--- src/rtl/param_register_file_if.sv ---
// Register-file port bundle: two read ports, one write port, the clear request and
// the status outputs.
//   RA, RB      read addresses            BusA, BusB  read data
//   RW, BusW    write address / data      RegWr       write enable
//   Clr         clear request             Busy        clear sweep in progress
//   WrDrop      one-cycle pulse after a write was discarded
// The master modport is the pipeline side and the slave modport is the register file.
interface param_register_file_if #(
    parameter int unsigned WIDTH = 32,
    parameter int unsigned AW    = 5
);
    logic [AW-1:0]    RA;
    logic [AW-1:0]    RB;
    logic [AW-1:0]    RW;
    logic [WIDTH-1:0] BusA;
    logic [WIDTH-1:0] BusB;
    logic [WIDTH-1:0] BusW;
    logic             RegWr;
    logic             Clr;
    logic             Busy;
    logic             WrDrop;

    modport master (
        output RA, RB, RW, BusW, RegWr, Clr,
        input  BusA, BusB, Busy, WrDrop
    );

    modport slave (
        input  RA, RB, RW, BusW, RegWr, Clr,
        output BusA, BusB, Busy, WrDrop
    );
endinterface

--- src/rtl/param_register_file.sv ---
// Parametrised single-write, dual-read register file with a hardware clear sweep.
// The array has no reset, so it can map onto RAM/LUT-RAM. After reset, or after a Clr
// request, a sequencer writes zero to one entry per cycle, and Busy stays high for
// DEPTH cycles. During the sweep, reads return 0 and writes are dropped. Each dropped
// write raises WrDrop for one cycle.
// Ports:
//   Clk     clock; all state changes on the rising edge
//   Resetn  asynchronous active-low reset; starts a fresh sweep from entry 0
//   bus     param_register_file_if.slave: RA/RB/BusA/BusB reads, RW/BusW/RegWr write,
//           Clr request, Busy and WrDrop status
// Optional feature: define REGFILE_BYPASS_EN to forward BusW to a read port in the same
// cycle when that port's read address matches RW.
module param_register_file #(
    parameter int unsigned WIDTH    = 32,
    parameter int unsigned DEPTH    = 32,
    parameter int unsigned AW       = 5,
    parameter int unsigned ZERO_REG = 1
) (
    input  logic                  Clk,
    input  logic                  Resetn,
    param_register_file_if.slave  bus
);
    localparam logic [AW-1:0] LastIdx = AW'(DEPTH - 1);

    typedef enum logic [0:0] {StClear, StIdle} state_e;

    state_e           state_q;
    logic [AW-1:0]    clr_idx_q;
    logic             wr_drop_q;
    logic [WIDTH-1:0] mem_q [DEPTH];

    logic busy;
    logic w_zero;
    logic wr_en;

    assign busy   = (state_q == StClear);
    // A write to the hardwired zero entry is ignored and does not count as a drop.
    assign w_zero = (ZERO_REG != 0) && (bus.RW == '0);
    // If Clr and a write arrive on the same edge, the clear takes priority.
    assign wr_en  = bus.RegWr && !busy && !bus.Clr && !w_zero;

    always_ff @(posedge Clk or negedge Resetn) begin
        if (!Resetn) begin
            state_q   <= StClear;
            clr_idx_q <= '0;
            wr_drop_q <= 1'b0;
        end else begin
            wr_drop_q <= bus.RegWr && (busy || bus.Clr);
            case (state_q)
                StClear: begin
                    // Clr during the sweep is ignored. The index wraps to 0 on the last entry.
                    clr_idx_q <= clr_idx_q + 1'b1;
                    if (clr_idx_q == LastIdx) begin
                        state_q <= StIdle;
                    end
                end
                StIdle: begin
                    if (bus.Clr) begin
                        state_q   <= StClear;
                        clr_idx_q <= '0;
                    end
                end
                default: begin
                    state_q   <= StClear;
                    clr_idx_q <= '0;
                end
            endcase
        end
    end

    // Storage is left without reset so it can map onto RAM. The sweep does the zeroing.
    always_ff @(posedge Clk) begin
        if (busy) begin
            mem_q[clr_idx_q] <= '0;
        end else if (wr_en) begin
            mem_q[bus.RW] <= bus.BusW;
        end
    end

    always_comb begin
        bus.BusA = mem_q[bus.RA];
        bus.BusB = mem_q[bus.RB];
`ifdef REGFILE_BYPASS_EN
        if (bus.RegWr && !w_zero) begin
            if (bus.RA == bus.RW) bus.BusA = bus.BusW;
            if (bus.RB == bus.RW) bus.BusB = bus.BusW;
        end
`endif
        // Busy and the zero entry override both stored and forwarded data.
        if (busy || ((ZERO_REG != 0) && (bus.RA == '0))) bus.BusA = '0;
        if (busy || ((ZERO_REG != 0) && (bus.RB == '0))) bus.BusB = '0;
    end

    assign bus.Busy   = busy;
    assign bus.WrDrop = wr_drop_q;
endmodule

--- src/flat_wrapper.sv ---
// flat-port wrapper written by rule: the top's interface ports become plain ports
module param_register_file_flat 
#(
    parameter int unsigned WIDTH    = 32,
    parameter int unsigned DEPTH    = 32,
    parameter int unsigned AW       = 5,
    parameter int unsigned ZERO_REG = 1
)
  (Clk, Resetn, bus_RA, bus_RB, bus_RW, bus_BusW, bus_RegWr, bus_Clr, bus_BusA, bus_BusB, bus_Busy, bus_WrDrop);
  param_register_file_if #(.WIDTH(WIDTH), .AW(AW)) bus_i ();
  input  logic Clk;
  input  logic Resetn;
  input wire logic [$bits(bus_i.RA)-1:0] bus_RA;
  input wire logic [$bits(bus_i.RB)-1:0] bus_RB;
  input wire logic [$bits(bus_i.RW)-1:0] bus_RW;
  input wire logic [$bits(bus_i.BusW)-1:0] bus_BusW;
  input wire logic [$bits(bus_i.RegWr)-1:0] bus_RegWr;
  input wire logic [$bits(bus_i.Clr)-1:0] bus_Clr;
  output wire logic [$bits(bus_i.BusA)-1:0] bus_BusA;
  output wire logic [$bits(bus_i.BusB)-1:0] bus_BusB;
  output wire logic [$bits(bus_i.Busy)-1:0] bus_Busy;
  output wire logic [$bits(bus_i.WrDrop)-1:0] bus_WrDrop;
  assign bus_i.RA = bus_RA;
  assign bus_i.RB = bus_RB;
  assign bus_i.RW = bus_RW;
  assign bus_i.BusW = bus_BusW;
  assign bus_i.RegWr = bus_RegWr;
  assign bus_i.Clr = bus_Clr;
  assign bus_BusA = bus_i.BusA;
  assign bus_BusB = bus_i.BusB;
  assign bus_Busy = bus_i.Busy;
  assign bus_WrDrop = bus_i.WrDrop;
  param_register_file #(.WIDTH(WIDTH), .DEPTH(DEPTH), .AW(AW), .ZERO_REG(ZERO_REG)) u_core (.Clk(Clk), .Resetn(Resetn), .bus(bus_i));
endmodule
--- config.mk ---
export PLATFORM = sky130hd
export DESIGN_NAME = param_register_file_flat
export DESIGN_NICKNAME = d
export VERILOG_FILES = /design/src/rtl/param_register_file_if.sv /design/src/rtl/param_register_file.sv /design/src/flat_wrapper.sv
export SDC_FILE = /design/constraint.sdc
export NUM_CORES = 1
export LEC_CHECK = 0
export BUFFER_PORTS_ARGS = -buffer_cell sky130_fd_sc_hd__buf_2
export CORE_MARGIN = 1.5
export CORE_UTILIZATION = 39
export CTS_CLUSTER_SIZE = 30
export DETAILED_ROUTE_END_ITERATION = 12
export SLEW_MARGIN = 20
export SYNTH_ARGS = -nofsm -noshare
export SYNTH_HDL_FRONTEND = slang
export SYNTH_SLANG_ARGS = --single-unit
--- constraint.sdc ---
create_clock -name Clk -period 3.1 [get_ports Clk]
set_input_delay 0.31 -clock Clk [delete_from_list [all_inputs] [get_ports Clk]]
set_output_delay 0.31 -clock Clk [all_outputs]
set_load 0.01 [all_outputs]
==> results by group <==
Run status
  • Outcome: completed

Logic synthesis
  • Post-synth cell types: 54
  • Syn avg cell area: 19.7 um2
  • Post-synth net total: 2502
  • Cells after Synth: 2449
  • EDFF count, synth: 1024
  • Post-synth top area share: 0.637
  • Synthesized area: 0.0483 mm2
  • Synth Flop Type: edfxtp_1
  • Post-synth ARST share: 0.00679
  • Seq/Total Area, Yosys: 0.641
  • Post-synthesis register bit count: 1031
  • Synth warn: 0
  • Synth area leader: edfxtp_1
  • Largest cells by area after synthesis: edfxtp_1 (64%), mux4_2 (20%), mux2i_1 (6.5%)

Worst setup path
  • Crit. Startpoint: bus_RB[0]
  • Crit Path Max Fanout: 41
  • Crit Path Class: primary input to primary output
  • Setup crit start kind: primary input
  • Critical Path End: bus_BusB[9]
  • Worst EP required: 2.79 ns
  • CP Capture Type: primary output
  • FF-to-FF setup slack: 0.23 ns
  • Reg2reg end: u_core.mem_q[21][0]
  • RR Startpoint: u_core.state_q
  • Cells on worst reg2reg path: 7
  • Crit path DAT: 2.74 ns

Clocking
  • Clk_lat worst skew: 0.71 ns
  • Clock Path Buffers: 3
  • Total CTS buffers: 107
  • CTS root buffer: clkbuf_16
  • CTS HTree Levels: 3
  • Clock slew at reported path FFs: 0.06 ns
  • CTS tree: done
  • CTS Sinks: 1031

Floorplanning
  • Die width: 355 um
  • Site Rows: 128
  • Core area: 0.122 mm2
  • Starting density of the core: 0.395
  • Die ar.: 0.126 mm2
  • DIE HEIGHT: 355 um
  • # IOs: 117

Layout
  • Fin cells: 4422
  • Area grow syn2layout: 16.6%
  • Sequential standard cell area: 0.0309 mm2
  • Multi-input gate area: 0.0167 mm2
  • Post-route cell area: 0.0563 mm2
  • Fillers: 10200
  • Share of cells above drive strength 1: 0.362
  • Final #Nets: 2762

Place
  • Placed Cells: 4216
  • Buffers on Ports: 116
  • Global placer's final weighted congestion: 0.871
  • Post-DP Area: 0.0527 mm2
  • Detail Placement HPWL: 95.9 mm

STA
  • Max-slew violation count: 0
  • Final Hold Viols: 0
  • Slew @ Worst Pin: 1.18 ns
  • # setup viols final: 0
  • Fin crit period: 3.05 ns
  • Max-slew headroom: 0.213
  • Unrepaired setup endpoints after global routing: true
  • Layout Skew: 0.0394 ns
  • Hold_ws: 0.245 ns
  • Max Clock Freq: 328 MHz
  • Fin crit share: 0.984

Global route
  • Congestion Overflow GR: 0
  • Pin count of the biggest net entering global routing: 91
  • Global-route wire length before repair: 218 mm
  • Number of global-route vias before repair: 29200
  • Antenna violations before repair: 5
  • Overall Global Routing Usage: 0.245

Power
  • Switching pwr: 10100 uW
  • LEAKAGE: 0.0189 uW
  • Register share of total power: 0.480
  • Power density over the cells: 653 mW/mm2
  • Combinational Power Share: 0.180
  • Worst vdd ir: 0.498 mV
  • Switch share: 0.274
  • Internal power: 26700 uW
  • Clock power share: 0.339

Detailed routing
  • DRC Markers: 0
  • 1st-pass router iterations: 5
  • Wire per inst: 35.0 um
  • Total number of vias: 28300
  • Final wirelength: 155 mm
  • Post-DR vias/cell: 6.40
  • Antenna Violating Nets Remaining: 0
  • DR iter-0 viols: 3575

Worst hold path
  • HP Class: primary input to register

Flow run
  • Max Cap Viol: 0
timing repair:
item / 4_1_cts / 5_1_grt
cloned: 1 / 0
gates resized for setup: 16 / 3
setup endpoints to repair: 32 / 5
hold endpoints to repair: 12 / 0
hold buffers: 4 / 0
buffers inserted: 4 / 0
pin swaps: 2 / 0
synth_stat cells, types with 6 or more instances:
cell       instances
a2111oi_2         16
a211o_1            6
a21oi_1           10
a22o_1            17
a22oi_1           53
a31oi_1           18
and2_1            36
buf_1             13
buf_2             87
buf_4             32
buf_6             11
clkbuf_1          54
dfrtp_1            7
edfxtp_1        1024
mux2_2            23
mux2i_1          313
mux4_2           436
nand2_1           39
nand3_1           27
nor2_1            41
nor2b_1            8
nor3_1            20
o211a_1           17
o221ai_1          41
o22a_1            24
o22ai_1           35
worst max-delay path: stages:
cell	delay [ns]
buf_8	0.18
buf_12	0.33
nor2_2	0.08
nand2_1	0.25
o21ai_4	0.22
buf_4	0.29
a211o_1	0.30
a31oi_1	0.43
buf_2	0.25
per-layer routing:
| layer | GRT usage | part of all wire | routed length, um | up-vias |
|---|---|---|---|---|
| met5 | 0 | 0.00026 | 40 | - |
| met4 | 0.0767 | 0.033 | 5170 | 6 |
| met3 | 0.0519 | 0.092 | 14300 | 309 |
| met2 | 0.391 | 0.47 | 73500 | 1655 |
| met1 | 0.337 | 0.40 | 61800 | 15200 |
| li1 | - | - | - | 11100 |
cell usage in the layout (no fill, tap or decap), types with 9 or more instances in the layout:
master / netlist / routed
clkinv_1: 1 / 31
mux2_2: 23 / 23
mux2i_1: 313 / 313
a22oi_1: 53 / 53
o211a_1: 17 / 17
buf_12: 0 / 68
a2111oi_2: 16 / 15
mux4_2: 436 / 436
a31oi_1: 18 / 18
nand2_1: 39 / 39
clkbuf_16: 0 / 110
o22a_1: 24 / 22
o22ai_1: 35 / 35
buf_2: 87 / 109
buf_4: 32 / 159
a21oi_1: 10 / 10
and2_1: 36 / 37
nor2_4: 0 / 33
nand3_1: 27 / 26
clkinv_2: 0 / 15
edfxtp_1: 1024 / 1024
nor3_1: 20 / 20
a22o_1: 17 / 17
o221ai_1: 41 / 31
clkbuf_1: 54 / 26
o221ai_2: 0 / 9
power groups by stage:
stage | Sequential, uW | Clock [uW] | Combinational, uW
floorplan | 17600 | 0 | 3510
detailed placement | 17800 | 0 | 6470
global placement | 17700 | 0 | 6410
global route | 17700 | 13100 | 6900
CTS | 17600 | 12600 | 6620
finish | 17600 | 12500 | 6620
layout make-up:
type | count | share of cell area
diodes | 2 | 0.0000889
repair buffers | 348 | 0.0582
flip-flops and latches | 1031 | 0.550
well taps | 1625 | 0.0361
clock inverters | 57 | 0.00845
clock buffers | 138 | 0.0511
inverters | 5 | 0.000334
multi-input cells | 1216 | 0.296
how the worst min path moves through the flow:
stage	end	cells past startpoint	slack, ns	start
after global routing	u_core.mem_q[25][17]	3	0.26	bus_BusW[17]
after floorplan	u_core.bus.WrDrop	0	0.01	Resetn
after CTS	u_core.mem_q[10][17]	3	0.22	bus_BusW[17]
after global placement	u_core.clr_idx_q[4]	1	0.14	Resetn
after detailed placement	u_core.clr_idx_q[4]	1	0.15	Resetn
final	u_core.mem_q[25][17]	3	0.24	bus_BusW[17]
stage by stage:
stage,utilization,setup TNS [ns],power [uW],setup WS [ns]
4_1_cts,0.460,0,36900,0.0572
3_5_place_dp,0.431,0,24300,0.0574
2_1_floorplan,-,-60.85,21100,-0.208
5_1_grt,0.460,-0.0140,37800,-0.0126
6_report,0.461,0,36700,0.0483
3_3_place_gp,0.431,0,24100,0.0767
registers in the layout, summed over array words and instances, names as in the netlist:
name,count
u_core.bus.WrDrop,1
u_core.clr_idx_q,5
u_core.mem_q,1024
u_core.state_q,1
logic make-up (layout without fill, tap and decap cells):
kind of cell	Yosys count	count (layout)	share of synthesized area
compound gates	254	254	0.0433
other cells	0	2	0
fa+ha+maj	2	2	0.000518
mux	772	772	0.274
simple gates	186	186	0.0190
xor+xnor	2	2	0.000363
flops	1031	1031	0.641
buf+inv	202	548	0.0222
(Power assumes the default switching activity.)
